## src/rtl/clock_24hr_multimode.sv

```systemverilog
// BCD 24-hour clock with DST adjust, 12/24h display, validated time load and a
// timed alarm, all clocked from the kHz system clock.
module clock_24hr_multimode #(
    parameter int unsigned TICKS_PER_SEC = 1000,
    parameter logic [23:0] RESET_TIME    = 24'h000000,
    parameter int unsigned ALARM_LEN_SEC = 10
) (
    input  logic        kh_clk,
    input  logic        reset,
    input  logic        spring_szn,
    input  logic        mode_12h,
    input  logic        set_en,
    input  logic [23:0] set_time,
    input  logic        alarm_en,
    input  logic [23:0] alarm_time,
    output logic [23:0] disp_time,
    output logic        pm,
    output logic        sec_tick,
    output logic        set_err,
    output logic        alarm
);

    localparam int unsigned PRESC_W = (TICKS_PER_SEC > 1) ? $clog2(TICKS_PER_SEC) : 1;
    localparam int unsigned ACNT_W  = $clog2(ALARM_LEN_SEC + 1);
    localparam logic [PRESC_W-1:0] PRESC_TERM = PRESC_W'(TICKS_PER_SEC - 1);
    localparam logic [ACNT_W-1:0]  ALARM_LOAD = ACNT_W'(ALARM_LEN_SEC);

    function automatic logic [7:0] inc_mod60(input logic [7:0] v);
        if (v == 8'h59)       return 8'h00;
        if (v[3:0] == 4'd9)   return {v[7:4] + 4'd1, 4'd0};
        return {v[7:4], v[3:0] + 4'd1};
    endfunction

    function automatic logic [7:0] hour_inc(input logic [7:0] v);
        if (v == 8'h23)       return 8'h00;
        if (v[3:0] == 4'd9)   return {v[7:4] + 4'd1, 4'd0};
        return {v[7:4], v[3:0] + 4'd1};
    endfunction

    function automatic logic [7:0] hour_dec(input logic [7:0] v);
        if (v == 8'h00)       return 8'h23;
        if (v[3:0] == 4'd0)   return {v[7:4] - 4'd1, 4'd9};
        return {v[7:4], v[3:0] - 4'd1};
    endfunction

    function automatic logic digits_ok(input logic [7:0] v);
        return (v[7:4] <= 4'd9) && (v[3:0] <= 4'd9);
    endfunction

    function automatic logic time_valid(input logic [23:0] t);
        return digits_ok(t[23:16]) && digits_ok(t[15:8]) && digits_ok(t[7:0]) &&
               (t[23:16] <= 8'h23) && (t[15:8] <= 8'h59) && (t[7:0] <= 8'h59);
    endfunction

    logic [23:0]        time_q, time_d;
    logic [PRESC_W-1:0] presc_q, presc_d;
    logic               dst_prev_q;
    logic               match_q;
    logic [ACNT_W-1:0]  acnt_q, acnt_d;
    logic               sec_tick_d, set_err_d, alarm_d;
    logic               tick_c, set_ok_c, dst_rise_c, dst_fall_c, match_c;
    logic [7:0]         hh_n, mm_n, ss_n;

    assign tick_c     = (presc_q == PRESC_TERM);
    assign set_ok_c   = set_en && time_valid(set_time);
    assign dst_rise_c = spring_szn && !dst_prev_q;
    assign dst_fall_c = !spring_szn && dst_prev_q;
    assign match_c    = (time_q == alarm_time);

    // Time/prescaler next state: a valid load wins; otherwise carry first, then DST.
    always_comb begin
        hh_n       = time_q[23:16];
        mm_n       = time_q[15:8];
        ss_n       = time_q[7:0];
        presc_d    = tick_c ? '0 : presc_q + PRESC_W'(1);
        sec_tick_d = 1'b0;
        set_err_d  = 1'b0;
        time_d     = time_q;
        if (set_ok_c) begin
            time_d  = set_time;
            presc_d = '0;
        end else begin
            set_err_d  = set_en;
            sec_tick_d = tick_c;
            if (tick_c) begin
                ss_n = inc_mod60(time_q[7:0]);
                if (time_q[7:0] == 8'h59) begin
                    mm_n = inc_mod60(time_q[15:8]);
                    if (time_q[15:8] == 8'h59) hh_n = hour_inc(time_q[23:16]);
                end
            end
            if (dst_rise_c)      hh_n = hour_inc(hh_n);
            else if (dst_fall_c) hh_n = hour_dec(hh_n);
            time_d = {hh_n, mm_n, ss_n};
        end
    end

    // Alarm: fires on the first cycle the stored time equals alarm_time.
    always_comb begin
        alarm_d = alarm;
        acnt_d  = acnt_q;
        if (!alarm_en) begin
            alarm_d = 1'b0;
            acnt_d  = '0;
        end else if (match_c && !match_q) begin
            alarm_d = 1'b1;
            acnt_d  = ALARM_LOAD;
        end else if (alarm && sec_tick) begin
            acnt_d = acnt_q - ACNT_W'(1);
            if (acnt_q == ACNT_W'(1)) alarm_d = 1'b0;
        end
    end

    always_ff @(posedge kh_clk or negedge reset) begin
        if (!reset) begin
            time_q     <= RESET_TIME;
            presc_q    <= '0;
            dst_prev_q <= 1'b0;
            match_q    <= 1'b0;
            acnt_q     <= '0;
            sec_tick   <= 1'b0;
            set_err    <= 1'b0;
            alarm      <= 1'b0;
        end else begin
            time_q     <= time_d;
            presc_q    <= presc_d;
            dst_prev_q <= spring_szn;
            match_q    <= match_c;
            acnt_q     <= acnt_d;
            sec_tick   <= sec_tick_d;
            set_err    <= set_err_d;
            alarm      <= alarm_d;
        end
    end

    logic [7:0] hh_disp_c;
    logic [4:0] hh_bin_c, hh_sub_c;

    // 12-hour mapping: 00 -> 12, 13..23 -> hh-12 via a small binary detour.
    always_comb begin
        hh_bin_c  = 5'(time_q[23:20]) * 5'd10 + 5'(time_q[19:16]);
        hh_sub_c  = hh_bin_c - 5'd12;
        hh_disp_c = time_q[23:16];
        if (mode_12h) begin
            if (time_q[23:16] == 8'h00) begin
                hh_disp_c = 8'h12;
            end else if (time_q[23:16] > 8'h12) begin
                if (hh_sub_c >= 5'd10) hh_disp_c = {4'd1, 4'(hh_sub_c - 5'd10)};
                else                   hh_disp_c = {4'd0, 4'(hh_sub_c)};
            end
        end
    end

    assign disp_time = {hh_disp_c, time_q[15:0]};
    assign pm        = (time_q[23:16] >= 8'h12);

endmodule

```

## config.mk

```make
export PLATFORM = sky130hd
export DESIGN_NAME = clock_24hr_multimode
export DESIGN_NICKNAME = d
export VERILOG_FILES = /design/src/rtl/clock_24hr_multimode.sv
export SDC_FILE = /design/constraint.sdc
export NUM_CORES = 1
export LEC_CHECK = 0
export ABC_AREA = 0
export BUFFER_PORTS_ARGS = -buffer_cell sky130_fd_sc_hd__buf_2
export CAP_MARGIN = 10
export CORE_MARGIN = 2
export CORE_UTILIZATION = 60
export CTS_CLUSTER_SIZE = 40
export DETAILED_ROUTE_END_ITERATION = 8
export PLACE_DENSITY = 0.87
export SETUP_SLACK_MARGIN = 0.3
export SKIP_CTS_REPAIR_TIMING = 1
export SLEW_MARGIN = 40
export SYNTH_ARGS = -nofsm -noshare
export SYNTH_HDL_FRONTEND = slang
export SYNTH_SLANG_ARGS = --single-unit
```

## constraint.sdc

```tcl
create_clock -name kh_clk -period 5.2 [get_ports kh_clk]
set_input_delay 0.52 -clock kh_clk [delete_from_list [all_inputs] [get_ports kh_clk]]
set_output_delay 0.52 -clock kh_clk [all_outputs]
set_load 0.02 [all_outputs]
```

[Word-level counts from Yosys, hierarchy flattened]
Cells that the tools add are included.
Storage, ports and cells
  register bits after elaboration: 43
  input port bits: 54
  output and inout port bits: 28
  logic and storage cells: 168
Operators by class
  add/sub/neg operators: 15
  $mul: 1
  magnitude comparators: 12
  eq/ne operators: 13
  mux-type cells: 88
  reductions and logical operators: 27
Operator list (number)
  two-way mux 8 bit: 32
  two-way mux 1 bit: 49
  adder 4 x 1 -> 4 bit, second input constant: 8
  == test 24 bit: 1
  less-or-equal comparator 4 bit, second input constant: 6
  two-way mux 24 bit: 1
  two-way mux 10 bit: 2
  == test 4 bit, second input constant: 4
  == test 8 x 6 -> 1 bit, second input constant: 2
  == test 8 x 7 -> 1 bit, second input constant: 2
  less-or-equal comparator 8 x 7 -> 1 bit, second input constant: 2
  zero test 8 bit: 2
  logical AND 1 bit: 13
  two-way mux 4 bit: 3
  subtractor 4 x 1 -> 4 bit, second input constant: 3
  adder 10 x 1 -> 10 bit, second input constant: 1
  == test 10 bit, second input constant: 1
  greater-or-equal comparator 8 x 5 -> 1 bit, second input constant: 1
  > comparator 8 x 5 -> 1 bit, second input constant: 1
  less-or-equal comparator 8 x 6 -> 1 bit, second input constant: 1
  inequality test 3 x 1 -> 1 bit, second input constant: 2
  AND reduction 2 bit: 3
  nonzero test 3 bit: 2
  adder 5 x 4 -> 5 bit: 1
  other kinds (10): 13

[Depth between registers and ports, before layout]
Gate-level depths: netlist of run 1.
  depth in word-level cells: 34
  gate-level depth with buffers: 14
  depth with buffers taken out: 13

[Worst setup path before layout of run 1]
OpenSTA, ideal clock, no wires.
  kind: reg2reg
  start point: reg time_q[13]
  end point: reg time_q[16]
  library setup time: 0.125 ns
  arrival time: 3.262 ns
  data required time: 5.075 ns
  path slack: 1.813 ns
  stages on the path, launching flop included: 14
  path buffers: 1
  period minus slack after synthesis: 3.387 ns
  cells stage by stage: dfrtp_1 inv_1 ha_1 nand3b_4 or4_4 buf_6 o31ai_1 a21boi_0 ha_1 nand2_1 nor2_1 or4b_2 a21oi_1 o41ai_1
Between the ends
  word-level cells in the longest chain between the ends: 16
  elaborated cells between the ends (all ways): 36
  classes of those cells: 2 x add/sub; 3 x eq/ne; 29 x mux; 2 x reduce/logical
Ends and longest elaborated chain
  start, declared: line 55  | logic [23:0] time_q, time_d;
  start signal, assigned: line 125  | time_q <= time_d;
  == test 8 x 7 -> 1 bit *: line 89  | if (time_q[15:8] == 8'h59) hh_n = hour_inc(time_q[23:16]);
  two-way mux 8 bit *: line 89
  two-way mux 8 bit *: line 87  | if (time_q[7:0] == 8'h59) begin
  two-way mux 8 bit *: line 85  | if (tick_c) begin
  two-way mux 8 bit *: line 79  | if (set_ok_c) begin
  zero test 4 bit: line 42  | if (v[3:0] == 4'd0) return {v[7:4] - 4'd1, 4'd9};
  two-way mux 1 bit (2 in series): line 42
  two-way mux 1 bit: line 93  | else if (dst_fall_c) hh_n = hour_dec(hh_n);
  two-way mux 1 bit: line 92  | if (dst_rise_c) hh_n = hour_inc(hh_n);
  two-way mux 1 bit: line 79
  two-way mux 8 bit: line 43  | return {v[7:4], v[3:0] - 4'd1};
  two-way mux 8 bit: line 42
  two-way mux 8 bit: line 93
  two-way mux 8 bit *: line 92
  two-way mux 24 bit *: line 79
  named net time_d[16]: line 55
The timed path passes the listed nets; every way through them passes the cells marked *. The select of a mux whose other input is x is not followed.
A chain may end at the register's enable or synchronous reset.

[Worst setup path in the final report of run 1]
  start point: reg presc_q[3]
  end point: reg time_q[20]
Between the ends
  word-level cells in the longest chain between the ends: 14
  elaborated cells between the ends (all ways): 34
  classes of those cells: 2 x add/sub; 3 x eq/ne; 27 x mux; 2 x reduce/logical
Ends and longest elaborated chain
  start, declared: line 56  | logic [PRESC_W-1:0] presc_q, presc_d;
  start signal, assigned: line 126  | presc_q <= presc_d;
  == test 10 bit *: line 64  | assign tick_c = (presc_q == PRESC_TERM);
  two-way mux 8 bit *: line 85
  two-way mux 8 bit *: line 79
  zero test 4 bit: line 42
  two-way mux 1 bit (2 in series): line 42
  two-way mux 1 bit: line 93
  two-way mux 1 bit: line 92
  two-way mux 1 bit: line 79
  two-way mux 8 bit: line 43
  two-way mux 8 bit: line 42
  two-way mux 8 bit: line 93
  two-way mux 8 bit *: line 92
  two-way mux 24 bit *: line 79
  named net time_d[20]: line 55
Marks and branches as above.

==> out/metrics.csv, run 1 <==
metric;value;unit
status;finished, final reports clean;
hold crit path type;in -> async;
PwrDens;440;nW/um^2
max-cap viol count;0;
Max Fclk;255;MHz
Async S/R FF share, synth;1.00;
CTS Sinks;43;
area grow syn2layout;9.19;%
global-route wire length before repair;16.8;mm
leakage;2.07;nW
Post-synth EDFFs;0;
ANT nets after route;0;
Psw;0.000922;W
yosys warns;0;
DRT Wirelength;9.95;mm
post-route setup TNS;0;ns
root buf cell;clkbuf_8;
Pre-Repair DR Iteration Count;5;
RSZ-0062 raised after global routing;no;
Clock Latency Late Sink;0.30;ns
max-slew violations;0;
Least-Margin Pin Slew;0.767;ns
die width;85.0;um
Seq cells post-synth;43;
CP required;5.39;ns
predominant post-synthesis flop cell;dfrtp_1;
sequential element share of the synthesized area;0.273;
Avg Vias per Cell;6.23;
total gr overflow;0;
WS Path Type;reg -> reg;
internal power;0.000968;W
Vias;3650;
Worst Path Arrival;4.11;ns
Synth top cells by count;dfrtp_1, nand2_1, nor2_1, ha_1, xor2_1;
fin util;0.677;
Starting Density;0.620;
Die Ht;85.0;um
CTS buffer count;5;
residual DRC count;0;
Crit path largest cell delay;0.63;ns
mapped cell area;3940;um^2
critical-path cell list;nor3b_1, nand3_1, o31ai_1, a21boi_0, ha_1, nand2_1, a31oi_1, a41oi_1, a31o_2, a211o_1, o211a_1;
relative slew slack;0.474;
wire length per cell;17.0;um
critical path startpoint category;flip-flop;
# rows;29;
post-synthesis cell count;451;
Die Area;7220;um^2
final hold vios;0;
GP Congestion;0.898;
clock buffer depth;2;
xor/xnor cell area share of the yosys netlist;0.109;
final setup vio count;0;
nets;591;
Min Clock Period, post-route;3.92;ns
port buffer count;81;
sw frac;0.488;
Slowest cell on crit path;a21boi_0;
post-synth top area share;0.273;
# IOs;82;
initial antenna violation count;0;
DR iter-0 viols;418;
CTS tree;yes;
Compound-Gate Fraction of Synth Area;0.175;
placed wire-length estimate;7.52;mm
clock network power share;0.124;
share of cells above drive strength 1;0.214;
post-synth net total;534;
power share of the combinational group;0.587;
post-synthesis simple-gate area fraction;0.246;
fin crit share;0.753;
Distinct cells, synth;68;
area of the core;6350;um^2
post-synthesis mux area share;0.0181;
cell taking the most area after synthesis;dfrtp_1;
largest family of logic cells by synthesized area;simple AND/OR/NAND/NOR gates;
H-tree depth;2;
synth top area cells;dfrtp_1, ha_1, xor2_1, xnor2_1, o21ai_0;
sequential share of power;0.290;
Clk pin slew, worst setup/hold paths;0.09;ns
gr usage total;0.284;
Mean Syn Cell Area;8.73;um^2
CP Max Fanout;14;
most common cell in the synthesized netlist;dfrtp_1;
Post-Synth Adder-Cell Area;0.0941;
Final Power;0.00189;W
# diodes;0;
via count of the first global-routing pass;3566;
CP endpoint kind;flip-flop;
largest net degree at the start of global routing;44;
peak supply drop;0.000303;V
clk_skew;0.0117;ns
## layout by cell type (no fill, tap or decap), types with 21 or more instances in the layout
cell type  Yosys  routed
buf_2          0      80
dfrtp_1       43      43
nand2_1       33      33
nor2_1        33      33
xor2_1        28      28
ha_1          28      28
o21ai_0       26      26
inv_1         22      22
a21oi_1       22      22
nand3_1       21      21
## worst max-delay path: cells and delay by family (launching register included)
| family | cells | cell delay [ns] |
|---|---|---|
| AO/OA/AOI/OAI | 7 | 1.99 |
| flip-flops | 1 | 0.42 |
| AND/OR/NAND/NOR | 3 | 1.06 |
| adder cells (fa/ha/maj) | 1 | 0.34 |
## kinds of logic after synthesis
kind of cell	Yosys count
and+or+nand+nor	171
adders and majority gates	29
DFF	43
xor gates and xnor gates	47
muxes	7
AOI/OAI and AO/OA	100
buffers and inverters	54
## metrics by stage
step | hold WS [ns] | worst slack [ns] | area [um^2] | cells
6_report | 0.206 | 1.28 | 4300 | 586
5_1_grt | 0.253 | 0.885 | 4300 | 586
4_1_cts | 0.230 | 1.32 | 4300 | 586
3_5_place_dp | 0.485 | 1.38 | 4200 | 578
3_3_place_gp | 0.469 | 1.60 | 4200 | 578
2_1_floorplan | 0.224 | 1.81 | 3940 | 451
## state kept, by name, summed over array words and instances (netlist names)
signal / flops
dst_prev_q: 1
alarm: 1
acnt_q: 4
sec_tick: 1
match_q: 1
set_err: 1
presc_q: 10
time_q: 24
## power by group through the flow
stage | Clock [W] | Combinational [W] | Sequential [W]
finish | 0.000234 | 0.00111 | 0.000547
global route | 0.000247 | 0.00125 | 0.000560
CTS | 0.000237 | 0.00109 | 0.000540
detailed placement | 0 | 0.00108 | 0.000548
global placement | 0 | 0.00104 | 0.000541
floorplan | 0 | 0.000918 | 0.000458
## layer usage
layer,GRT usage,share of wire,vias up
met5,0,0,-
met4,0.0895,0.016,0
met3,0.0331,0.076,20
met2,0.470,0.49,183
met1,0.388,0.42,1730
li1,-,-,1717
## area by class of cell
| cell class | count | area [um^2] |
|---|---|---|
| clock buffer | 7 | 86.3 |
| timing repair buffer | 82 | 415 |
| multi-input combinational | 354 | 2530 |
| clock inverter | 1 | 8.76 |
| inverter | 22 | 82.6 |
| fill | 507 | 2050 |
| sequential | 43 | 1080 |
| tap | 77 | 96.3 |
## path summary, 6_finish.rpt
| kind | from | end | slack [ns] | cells after the start |
|---|---|---|---|---|
| min in group kh_clk | spring_szn | dst_prev_q | 0.41 | 1 |
| worst max register to register | presc_q[3] | time_q[20] | 1.28 | 11 |
| worst min-delay path | reset | alarm | 0.21 | 1 |
| worst min register to register | presc_q[0] | presc_q[0] | 0.50 | 1 |
| worst max-delay path | presc_q[3] | time_q[20] | 1.28 | 11 |
| max in group asynchronous | reset | presc_q[9] | 4.60 | 1 |
(Power assumes the default switching activity.)
==> run 2: changes to the inputs <==
- CORE_UTILIZATION: 60 -> 51
- PLACE_DENSITY: 0.87 -> 0.79
- clock period: 5.2 -> 3.51 ns (I/O delays scaled with it)
==> out/metrics.csv, run 2 (synthesis results as in run 1) <==
metric;value;unit
Clk pin slew, worst setup/hold paths;0.10;ns
largest net degree at the start of global routing;44;
WS Path Type;reg -> reg;
CP Max Fanout;5;
clock buffer depth;2;
critical-path cell list;buf_4, nor4_1, a41oi_2, o31ai_4, a21boi_4, ha_2, nand2_2, o41ai_4, nor4_2, o32a_1;
H-tree depth;2;
max-cap viol count;0;
max-slew violations;0;
gr usage total;0.261;
Pre-Repair DR Iteration Count;5;
GP Congestion;0.984;
cell area after layout;4910;um^2
r2r setup slk;0.26;ns
final worst slack;0.263;ns
root buf cell;clkbuf_8;
area of the core;7610;um^2
share of cells above drive strength 1;0.354;
leakage;2.28;nW
Fin Hold WS;0.0384;ns
Crit path largest cell delay;0.51;ns
Min Clock Period, post-route;3.25;ns
nets;630;
# rows;32;
status;finished, final reports clean;
area grow syn2layout;24.9;%
pre-CTS setup slack;0.172;ns
most frequent cells in the layout;buf_2, buf_4, dfrtp_1;
placed wire-length estimate;8.31;mm
commonest non-fill, non-tap cell in the layout;buf_2;
PwrDens;714;nW/um^2
residual DRC count;0;
Vias;3930;
RSZ-0062 raised after global routing;yes;
Worst Path Arrival;3.44;ns
DR iter-0 viols;387;
hold crit path type;in -> async;
peak supply drop;0.000337;V
Slowest cell on crit path;o41ai_4;
final setup vio count;0;
fin crit share;0.925;
post-route setup TNS;0;ns
most flop-heavy register;time_q;
filler instances;601;
Max Fclk;308;MHz
die width;91.8;um
DRT Wirelength;11.6;mm
relative slew slack;0.493;
CTS buffer count;5;
initial antenna violation count;0;
critical path startpoint category;flip-flop;
Die Ht;91.8;um
Top Registers;time_q x24, presc_q x10, acnt_q x4;
ANT nets after route;0;
CP required;3.70;ns
port buffer count;81;
via count of the first global-routing pass;3740;
final hold vios;0;
CTS tree;yes;
clk_skew;0.0111;ns
CP endpoint kind;flip-flop;
Least-Margin Pin Slew;0.754;ns
# diodes;0;
Avg Vias per Cell;6.05;
Die Area;8430;um^2
Starting Density;0.517;
Clock Latency Late Sink;0.31;ns
global-route wire length before repair;17.8;mm
Placement Cell Area;4390;um^2
# IOs;82;
max reg flops;24;
wire length per cell;17.8;um
CTS Sinks;43;
Final Power;0.00351;W
total gr overflow;0;
## run 2: layout make-up
| cell class | count | area, um^2 | share of cell area |
|---|---|---|---|
| Inverter | 22 | 85.1 | 0.0173 |
| Multi-Input combinational cell | 354 | 2780 | 0.565 |
| Tap cell | 102 | 128 | 0.0260 |
| Clock buffer | 5 | 68.8 | 0.0140 |
| Clock inverter | 3 | 46.3 | 0.00942 |
| Timing Repair Buffer | 121 | 722 | 0.147 |
| Sequential cell | 43 | 1090 | 0.221 |
## run 2: path summary, 6_finish.rpt
kind                            start    endpoint  cells after the start
min in group kh_clk        spring_szn  dst_prev_q                      1
hold reg to reg            presc_q[0]  presc_q[0]                      1
setup / recovery           time_q[22]  time_q[19]                     10
max in group asynchronous       reset  time_q[22]                      1
setup reg to reg           time_q[22]  time_q[19]                     10
hold / removal                  reset   acnt_q[0]                      1
## run 2: per-layer routing
layer	global-route usage	vias up	share of wire
li1	-	1796	-
met1	0.334	1903	0.41
met2	0.449	194	0.49
met3	0.0403	37	0.065
met4	0.0933	0	0.030
met5	0	-	0
## run 2: metrics by stage
stage,std cells,utilization
3_5_place_dp,624,0.578
4_1_cts,632,0.593
6_report,650,0.646
5_1_grt,650,0.646
3_3_place_gp,624,0.577
2_1_floorplan,451,-
## run 2: worst max-delay path: cells and delay by family, from the launching register on
kind / cells / cell delay (ns)
adder cells (fa/ha/maj): 1 / 0.22
flip-flops: 1 / 0.44
AO/OA/AOI/OAI: 5 / 1.70
AND/OR/NAND/NOR: 3 / 0.60
buffers and inverters: 1 / 0.16
## run 2: power by group
group	total (W)	leakage, nW	switching, W	internal (W)
combinational	0.00235	1.70	0.00126	0.00110
sequential	0.000734	0.532	0.000142	0.000591
clock	0.000420	0.0548	0.000205	0.000215
total	0.00351	2.28	0.00161	0.00190
